### config.mk
export PLATFORM = sky130hd
export DESIGN_NAME = mem_stage_lsu
export DESIGN_NICKNAME = d
export VERILOG_FILES = /design/src/rtl/lsu_pkg.sv /design/src/rtl/load_extend.sv /design/src/rtl/mem_stage_lsu.sv
export SDC_FILE = /design/constraint.sdc
export NUM_CORES = 1
export LEC_CHECK = 0
export BUFFER_PORTS_ARGS = -buffer_cell sky130_fd_sc_hd__buf_2
export CORE_MARGIN = 2
export CORE_UTILIZATION = 48
export CTS_BUF_LIST = sky130_fd_sc_hd__clkbuf_4 sky130_fd_sc_hd__clkbuf_8
export DETAILED_ROUTE_END_ITERATION = 16
export PLACE_DENSITY = 0.79
export SYNTH_ARGS = -nofsm -noshare
export SYNTH_HDL_FRONTEND = slang
export SYNTH_HIERARCHICAL = 1
export SYNTH_SLANG_ARGS = --single-unit
### constraint.sdc
create_clock -name clk -period 3.05 [get_ports clk]
set_input_delay 0.61 -clock clk [delete_from_list [all_inputs] [get_ports clk]]
set_output_delay 0.61 -clock clk [all_outputs]
set_load 0.02 [all_outputs]
### src/rtl/lsu_pkg.sv
// Shared types, func3 encodings and byte-enable helper for the MEM-stage load/store unit.
package lsu_pkg;

  localparam int unsigned CNT_W  = 8;
  localparam int unsigned BE_W   = 4;
  localparam int unsigned WORD_W = 32;

  typedef enum logic [1:0] {
    IDLE = 2'd0,
    BUSY = 2'd1,
    DONE = 2'd2
  } lsu_state_t;

  localparam logic [2:0] F3_B  = 3'b000;
  localparam logic [2:0] F3_H  = 3'b001;
  localparam logic [2:0] F3_W  = 3'b010;
  localparam logic [2:0] F3_BU = 3'b100;
  localparam logic [2:0] F3_HU = 3'b101;

  // Store byte enables from access size and byte offset within the word.
  function automatic logic [BE_W-1:0] be_gen(input logic [2:0] f3, input logic [1:0] off);
    logic [BE_W-1:0] be;
    case (f3[1:0])
      2'b00:   be = 4'b0001 << off;
      2'b01:   be = off[1] ? 4'b1100 : 4'b0011;
      default: be = 4'b1111;
    endcase
    return be;
  endfunction

endpackage

### src/rtl/load_extend.sv
// Lane select plus sign/zero extension of a returned read word.
module load_extend
  import lsu_pkg::*;
(
  input  logic [WORD_W-1:0] bus_rdata,
  input  logic [1:0]        addr_lo,
  input  logic [2:0]        func3,
  output logic [WORD_W-1:0] ext_data_c
);

  logic [7:0]  byte_sel;
  logic [15:0] half_sel;

  // Pick the addressed byte/halfword lane, then extend according to func3.
  always_comb begin
    byte_sel   = 8'h00;
    half_sel   = addr_lo[1] ? bus_rdata[31:16] : bus_rdata[15:0];
    ext_data_c = bus_rdata;
    case (addr_lo)
      2'b00:   byte_sel = bus_rdata[7:0];
      2'b01:   byte_sel = bus_rdata[15:8];
      2'b10:   byte_sel = bus_rdata[23:16];
      default: byte_sel = bus_rdata[31:24];
    endcase
    case (func3)
      F3_B:    ext_data_c = {{24{byte_sel[7]}}, byte_sel};
      F3_BU:   ext_data_c = {24'h000000, byte_sel};
      F3_H:    ext_data_c = {{16{half_sel[15]}}, half_sel};
      F3_HU:   ext_data_c = {16'h0000, half_sel};
      default: ext_data_c = bus_rdata;
    endcase
  end

endmodule

### src/rtl/mem_stage_lsu.sv
// MEM-stage load/store unit: runs one EX/MEM access on a req/ack data bus and stalls the pipeline meanwhile.
module mem_stage_lsu
  import lsu_pkg::*;
#(
  parameter int unsigned DATA_W      = 32,
  parameter int unsigned DM_ADDRESS  = 9,
  parameter int unsigned TIMEOUT_CYC = 15
)
(
  input  logic                  clk,
  input  logic                  reset,
  input  logic                  MemRead,
  input  logic                  MemWrite,
  input  logic [DM_ADDRESS-1:0] addr,
  input  logic [DATA_W-1:0]     wr_data,
  input  logic [2:0]            func3,
  output logic                  mem_stall,
  output logic [DATA_W-1:0]     rd_data,
  output logic                  rd_valid,
  output logic                  addr_err,
  output logic                  timeout_err,
  output logic                  bus_req,
  output logic                  bus_we,
  output logic [DM_ADDRESS-3:0] bus_addr,
  output logic [BE_W-1:0]       bus_be,
  output logic [DATA_W-1:0]     bus_wdata,
  input  logic                  bus_ack,
  input  logic [DATA_W-1:0]     bus_rdata
);

  localparam logic [CNT_W-1:0] TO_LAST = CNT_W'(TIMEOUT_CYC - 1);

  lsu_state_t state, state_d;

  logic [CNT_W-1:0]      cnt, cnt_d;
  logic                  access, f3_ok, align_ok, acc_ok;
  logic [DATA_W-1:0]     st_data;
  logic [WORD_W-1:0]     ext_data;

  logic                  bus_req_d, bus_we_d;
  logic [DM_ADDRESS-3:0] bus_addr_d;
  logic [BE_W-1:0]       bus_be_d;
  logic [DATA_W-1:0]     bus_wdata_d, rd_data_d;
  logic                  rd_valid_d, addr_err_d, timeout_err_d;
  logic                  is_load, is_load_d;
  logic [2:0]            ld_f3, ld_f3_d;
  logic [1:0]            ld_off, ld_off_d;

  // Decode the incoming access: legality, alignment and lane-replicated store data.
  always_comb begin
    access   = MemRead | MemWrite;
    f3_ok    = 1'b0;
    align_ok = 1'b1;
    st_data  = wr_data;
    case (func3)
      F3_B, F3_H, F3_W: f3_ok = 1'b1;
      F3_BU, F3_HU:     f3_ok = ~MemWrite;
      default:          f3_ok = 1'b0;
    endcase
    case (func3[1:0])
      2'b01:   align_ok = ~addr[0];
      2'b10:   align_ok = (addr[1:0] == 2'b00);
      default: align_ok = 1'b1;
    endcase
    case (func3[1:0])
      2'b00:   st_data = {4{wr_data[7:0]}};
      2'b01:   st_data = {2{wr_data[15:0]}};
      default: st_data = wr_data;
    endcase
    acc_ok = f3_ok & align_ok;
  end

  load_extend u_load_extend (
    .bus_rdata  (bus_rdata),
    .addr_lo    (ld_off),
    .func3      (ld_f3),
    .ext_data_c (ext_data)
  );

  // State register.
  always_ff @(posedge clk or posedge reset) begin
    if (reset) state <= IDLE;
    else       state <= state_d;
  end

  // Next state, next register values and the combinational stall.
  always_comb begin
    state_d       = state;
    cnt_d         = '0;
    bus_req_d     = bus_req;
    bus_we_d      = bus_we;
    bus_addr_d    = bus_addr;
    bus_be_d      = bus_be;
    bus_wdata_d   = bus_wdata;
    rd_data_d     = rd_data;
    rd_valid_d    = 1'b0;
    addr_err_d    = 1'b0;
    timeout_err_d = 1'b0;
    is_load_d     = is_load;
    ld_f3_d       = ld_f3;
    ld_off_d      = ld_off;
    mem_stall     = 1'b0;
    case (state)
      IDLE: begin
        if (access) begin
          mem_stall = 1'b1;
          if (acc_ok) begin
            bus_req_d   = 1'b1;
            bus_we_d    = MemWrite;
            bus_addr_d  = addr[DM_ADDRESS-1:2];
            bus_be_d    = MemWrite ? be_gen(func3, addr[1:0]) : 4'b1111;
            bus_wdata_d = MemWrite ? st_data : '0;
            is_load_d   = ~MemWrite;
            ld_f3_d     = func3;
            ld_off_d    = addr[1:0];
            state_d     = BUSY;
          end else begin
            addr_err_d = 1'b1;
            rd_data_d  = '0;
            state_d    = DONE;
          end
        end
      end
      BUSY: begin
        mem_stall = 1'b1;
        cnt_d     = cnt + CNT_W'(1);
        if (bus_ack) begin
          bus_req_d = 1'b0;
          if (is_load) begin
            rd_data_d  = ext_data;
            rd_valid_d = 1'b1;
          end
          state_d = DONE;
        end else if (cnt == TO_LAST) begin
          bus_req_d     = 1'b0;
          timeout_err_d = 1'b1;
          rd_data_d     = '0;
          state_d       = DONE;
        end
      end
      DONE:    state_d = IDLE;
      default: state_d = IDLE;
    endcase
    if (reset) mem_stall = 1'b0;
  end

  // Bus payload, result and status registers.
  always_ff @(posedge clk or posedge reset) begin
    if (reset) begin
      cnt         <= '0;
      bus_req     <= 1'b0;
      bus_we      <= 1'b0;
      bus_addr    <= '0;
      bus_be      <= '0;
      bus_wdata   <= '0;
      rd_data     <= '0;
      rd_valid    <= 1'b0;
      addr_err    <= 1'b0;
      timeout_err <= 1'b0;
      is_load     <= 1'b0;
      ld_f3       <= 3'b000;
      ld_off      <= 2'b00;
    end else begin
      cnt         <= cnt_d;
      bus_req     <= bus_req_d;
      bus_we      <= bus_we_d;
      bus_addr    <= bus_addr_d;
      bus_be      <= bus_be_d;
      bus_wdata   <= bus_wdata_d;
      rd_data     <= rd_data_d;
      rd_valid    <= rd_valid_d;
      addr_err    <= addr_err_d;
      timeout_err <= timeout_err_d;
      is_load     <= is_load_d;
      ld_f3       <= ld_f3_d;
      ld_off      <= ld_off_d;
    end
  end

endmodule

## After elaboration in Yosys (flattened, before gate mapping)

Cells that the tools add are included.

| word-level totals | value |
|---|---|
| flip-flop bits (word level) | 96 |
| word-level logic and storage cells | 90 |
| output and inout bits | 81 |
| input bits | 81 |

| operators by class | value |
|---|---|
| reduce and logical (&&, ||, !) cells | 13 |
| shift operators | 1 |
| muxes and demuxes | 39 |
| equal/unequal tests | 18 |
| add/subtract/negate cells | 1 |
| bitwise logic cells | 4 |

Operator list:

| kind | count |
|---|---|
| $mux W32 | 6 |
| $pmux W32 S2 | 2 |
| $pmux W32 S4 | 1 |
| $pmux W8 S3 | 1 |
| $mux W16 | 1 |
| $mux W1 | 15 |
| $eq A3 B3 Y1 const B | 4 |
| $add A8 B1 Y8 const B | 1 |
| $eq A8 B4 Y1 const B | 1 |
| $logic_not A2 Y1 | 4 |
| $mux W2 | 4 |
| $mux W4 | 2 |
| $mux W8 | 1 |
| $pmux W1 S2 | 4 |
| $pmux W4 S2 | 1 |
| $eq A2 B1 Y1 const B | 3 |
| $eq A3 B1 Y1 const B | 2 |
| $logic_not A3 Y1 | 2 |
| $ne A2 B2 Y1 const B | 3 |
| $ne A3 B3 Y1 const B | 2 |
| $reduce_and A5 Y1 | 1 |
| $eq A2 B2 Y1 const B | 2 |
| $pmux W2 S2 | 1 |
| $reduce_and A4 Y1 | 1 |
| 10 further kinds | 11 |

## Logic depth before layout (Yosys ltp)

| depth | value |
|---|---|
| depth after elaboration | 7 |
| gate-level depth with buffers | 8 |
| depth with buffers taken out | 6 |

## By module

Netlist, hierarchy kept.

Modules (own cells, without submodules):

| module | sequential area each (um^2) | area an instance (um^2) | times used | cells each |
|---|---|---|---|---|
| mem_stage_lsu | 2,402.3 | 4,232.8 | 1 | 395 |
| load_extend | 0.0 | 969.7 | 1 | 133 |

## Least setup slack after synthesis

Ideal clock, no wire load.

| path | value |
|---|---|
| kind | input to register |
| start point | input port func3[0] |
| end point | register bus_addr[6] |
| data required time | 2.925 ns |
| buffers on the path | 1 |
| slack | 0.622 ns |
| cell stages on the path | 7 |
| data arrival time | 2.303 ns |
| library setup time | 0.125 ns |
| path through | inv_1 > ha_1 > or3b_1 > and3_4 > nor3_2 > buf_6 > mux2_2 |

| on the way | value |
|---|---|
| cells in the longest elaborated chain, start to end | 5 |
| elaborated cells between the ends (all ways) | 13 |
| those cells by class | eq/ne: 6; mux: 2; bitwise: 1; reduce/logical: 4 |

RTL lines:

| what | line | text |
|---|---|---|
| start: declaration | mem_stage_lsu.sv:16 | `input logic [2:0] func3,` |
| $eq A3 B1 Y1, or another cell as far along | mem_stage_lsu.sv:55 | `case (func3)` |
| $reduce_or A3 Y1 / $reduce_or A2 Y1 (equally long branches) | mem_stage_lsu.sv:55 |  |
| $pmux W1 S2 | mem_stage_lsu.sv:55 |  |
| $and A1 B1 Y1 * | mem_stage_lsu.sv:70 | `acc_ok = f3_ok & align_ok;` |
| $reduce_and A3 Y1 (no source line) * | -- |  |
| end signal: assignment | mem_stage_lsu.sv:167 | `bus_addr <= bus_addr_d;` |
| end: declaration | mem_stage_lsu.sv:24 | `output logic [DM_ADDRESS-3:0] bus_addr,` |

Every way passes the cells marked *; elsewhere a longest branch is shown, timed or not.
A chain may end at the register's enable or synchronous reset.

## Final worst setup path

| path | value |
|---|---|
| start point | register ld_off[0] |
| end point | register rd_data[13] |

| on the way | value |
|---|---|
| cells in the longest elaborated chain, start to end | 6 |
| elaborated cells between the ends (all ways) | 8 |
| those cells by class | eq/ne: 2; mux: 5; reduce/logical: 1 |

RTL lines:

| what | line | text |
|---|---|---|
| start: declaration | mem_stage_lsu.sv:47 | `logic [1:0] ld_off, ld_off_d;` |
| start signal: assignment | mem_stage_lsu.sv:176 | `ld_off <= ld_off_d;` |
| $eq A2 B2 Y1, or another cell as far along | load_extend.sv:19 | `case (addr_lo)` |
| $pmux W8 S3 * | load_extend.sv:19 |  |
| $pmux W32 S4 * | load_extend.sv:25 | `case (func3)` |
| named net ext_data[13] | mem_stage_lsu.sv:38 | `logic [WORD_W-1:0] ext_data;` |
| $mux W32 * | mem_stage_lsu.sv:129 | `if (is_load) begin` |
| $mux W32 * | mem_stage_lsu.sv:127 | `if (bus_ack) begin` |
| $pmux W32 S2 * | mem_stage_lsu.sv:103 | `case (state)` |
| end signal: assignment | mem_stage_lsu.sv:170 | `rd_data <= rd_data_d;` |
| end: declaration | mem_stage_lsu.sv:18 | `output logic [DATA_W-1:0] rd_data,` |

Mark *: on every way through the listed nets, which the timed path passes. The rest lies on a longest branch. The select of a mux whose other input is x is not followed.

==> impl_results.md <==
- Setup Fix Bufs, Post-CTS: 0
- Syn_area_per_cell: 9.85 sq um
- PnR Total Power: 5.61 mW
- Critical path arrival: 2.55 ns
- # DRC: 0
- CTS Hold Bufs: 0
- Critical path required time: 3.28 ns
- Root buffer cell: clkbuf_8
- Die X-Extent: 108 um
- TritonCTS clock tree: built
- Vias in the first global route: 4597
- Clock tree sinks: 96
- Clock Path Buffers: 2
- Total wire length: 14.9 mm
- Startpoint types: flop
- Register area: 0.00240 sq mm
- Final std cells w/o fill: 815
- Syn Inst Count: 528
- Initial Utilization: 0.486
- Synth Register Bits: 96
- First-pass GRT wire length: 23.5 mm
- Drt pass-1 iters: 5
- Synth Flop Type: dfrtp_1
- Most common cell after layout, fill and taps aside: buf_2
- Fraction of layout cells with a size suffix above 1: 0.325
- Synth unique cells: 48
- CP endpoint kind: flop
- Final setup TNS: 0 ns
- Leak: 3.08 nW
- Cell Area, Synth: 0.00520 sq mm
- # IOs: 162
- Max VDD drop: 0.000599 V
- Sequential fraction of the synthesis area: 0.462
- PD cells: 890 mW/mm^2
- Worst-margin pin slew: 0.738 ns
- Max_cap viols: 0
- Pre-CTS setup slack: 0.509 ns
- Core region area: 0.0107 sq mm
- Die area: 0.0117 sq mm
- Final setup viols: 0
- Dpl cell area: 0.00607 sq mm
- Post-route design area: 0.00630 sq mm
- Std-Cell Rows: 38
- Vias: 4814
- Unrepaired setup endpoints after global routing: false
- GP Congestion: 0.891
- Port buffer count: 161
- Chip height: 108 um
- Final min period: 2.32 ns
- HP Class: input pin to async pin
- Largest net degree at the start of global routing: 72
- Post-synth EDFFs: 0
- CP Max Fanout: 24
- Status: finished clean
- YS warnings: 6
- Max Slew Vio Count: 0
- Slew headroom: 0.508
- CTS H-tree lvls: 3
- Worst skew pair latency: 0.37 ns
- WS Path Type: flop to flop
- Crit share post-route: 0.761
- Post-CTS sizing: 0
- Inst Count DP: 797
- Clock-pin slew on the worst setup and hold paths: 0.10 ns
- # fillers: 980
- Most frequent cells in the layout: buf_2, dfrtp_1, a21oi_1
- Via/cell ratio: 5.91
- Hpwl dp: 10.7 mm
- Multi-input logic area: 0.00247 sq mm
- FFs w/ async S/R, synth: 1.00
- Setup ws final: 0.729 ns
- Final hold violations: 0
- Antenna violations before repair: 0
- Antenna-violating nets left: 0
- Fmax: 431 MHz
- DR WL/cell: 18.3 um
- Clock Skews: 0.0110 ns
- Final net count: 754
- Total CTS buffers: 9
- Area delta synth->final: 21.1%
- Total gr overflow: 0
- Post-Syn Nets: 614
- DRT iter0 DRCs: 352
- Gr usage total: 0.259
==> layout make-up <==
cell class / instances / share of cell area
Antenna cell: 2 / 0.000795
Timing Repair Buffer: 175 / 0.147
Multi-Input combinational cell: 361 / 0.393
Sequential cell: 96 / 0.381
Clock inverter: 4 / 0.00914
Tap cell: 140 / 0.0278
Inverter: 25 / 0.0155
Clock buffer: 12 / 0.0262
==> cells by family after synthesis <==
kind of cell | share of synthesized area
flip-flops | 0.462
AND/OR/NAND/NOR | 0.0988
buffers and inverters | 0.0666
AO/OA/AOI/OAI | 0.266
multiplexers | 0.0844
XOR/XNOR | 0.0101
adder cells (fa/ha/maj) | 0.0120
==> flip-flops by register name, indices dropped and copies added (netlist names), 2 cells and up <==
name	flops
bus_wdata	32
rd_data	32
cnt	8
bus_addr	7
bus_be	4
ld_f3	3
ld_off	2
state	2
==> cell usage after synthesis, drive strengths merged, types with 9 or more instances <==
library cell  instances  area, sq um
a31oi                33          206
nor2                 45          169
nand2                28          105
o22ai                16          100
a22o                 23          201
clkbuf               25         93.8
dfrtp                96         2400
o21ai                10         50.1
mux2                 14          165
nor2b                11         68.8
o2bb2ai              11         96.3
a21oi                84          420
inv                  24         90.1
buf                  21          159
mux2i                 9         90.1
==> worst max-delay path, stage by stage, from the launching register on <==
cell and delay [ns]:
dfrtp_1 0.64, mux2_4 0.37, a22oi_4 0.62, o221ai_1 0.28, a21oi_1 0.18, a31oi_1 0.09
==> power by group <==
| part | leakage [nW] | internal [mW] | total, mW | switching [mW] |
|---|---|---|---|---|
| combinational | 1.72 | 1.04 | 2.72 | 1.68 |
| sequential | 1.25 | 1.66 | 1.97 | 0.305 |
| clock | 0.111 | 0.455 | 0.917 | 0.461 |
==> stage by stage <==
stage	hold slack (ns)	util
global placement	0.459	0.567
finish	0.297	0.589
detailed placement	0.464	0.567
floorplan	0.447	-
CTS	0.298	0.588
global route	0.326	0.588
==> layer usage <==
metal	GRT usage	vias up	routed length, um
li1	-	2237	-
met1	0.344	2295	6300
met2	0.416	255	6960
met3	0.0603	27	1310
met4	0.0907	0	321
met5	0	-	0
==> worst paths after layout <==
path,from,endpoint,slack [ns],cells past startpoint
max,ld_off[0]$_DFFE_PP0P_,rd_data[13]$_DFFE_PP0P_,0.73,5
min,reset,bus_wdata[22]$_DFFE_PP0P_,0.30,2
max reg2reg,ld_off[0]$_DFFE_PP0P_,rd_data[13]$_DFFE_PP0P_,0.73,5
min reg2reg,bus_we$_DFFE_PP0P_,bus_we$_DFFE_PP0P_,0.50,1
max in group asynchronous,reset,rd_data[21]$_DFFE_PP0P_,2.01,3
min in group clk,bus_ack,timeout_err$_DFF_PP0_,0.46,2
Note: power is estimated with default switching activity, not from simulation.
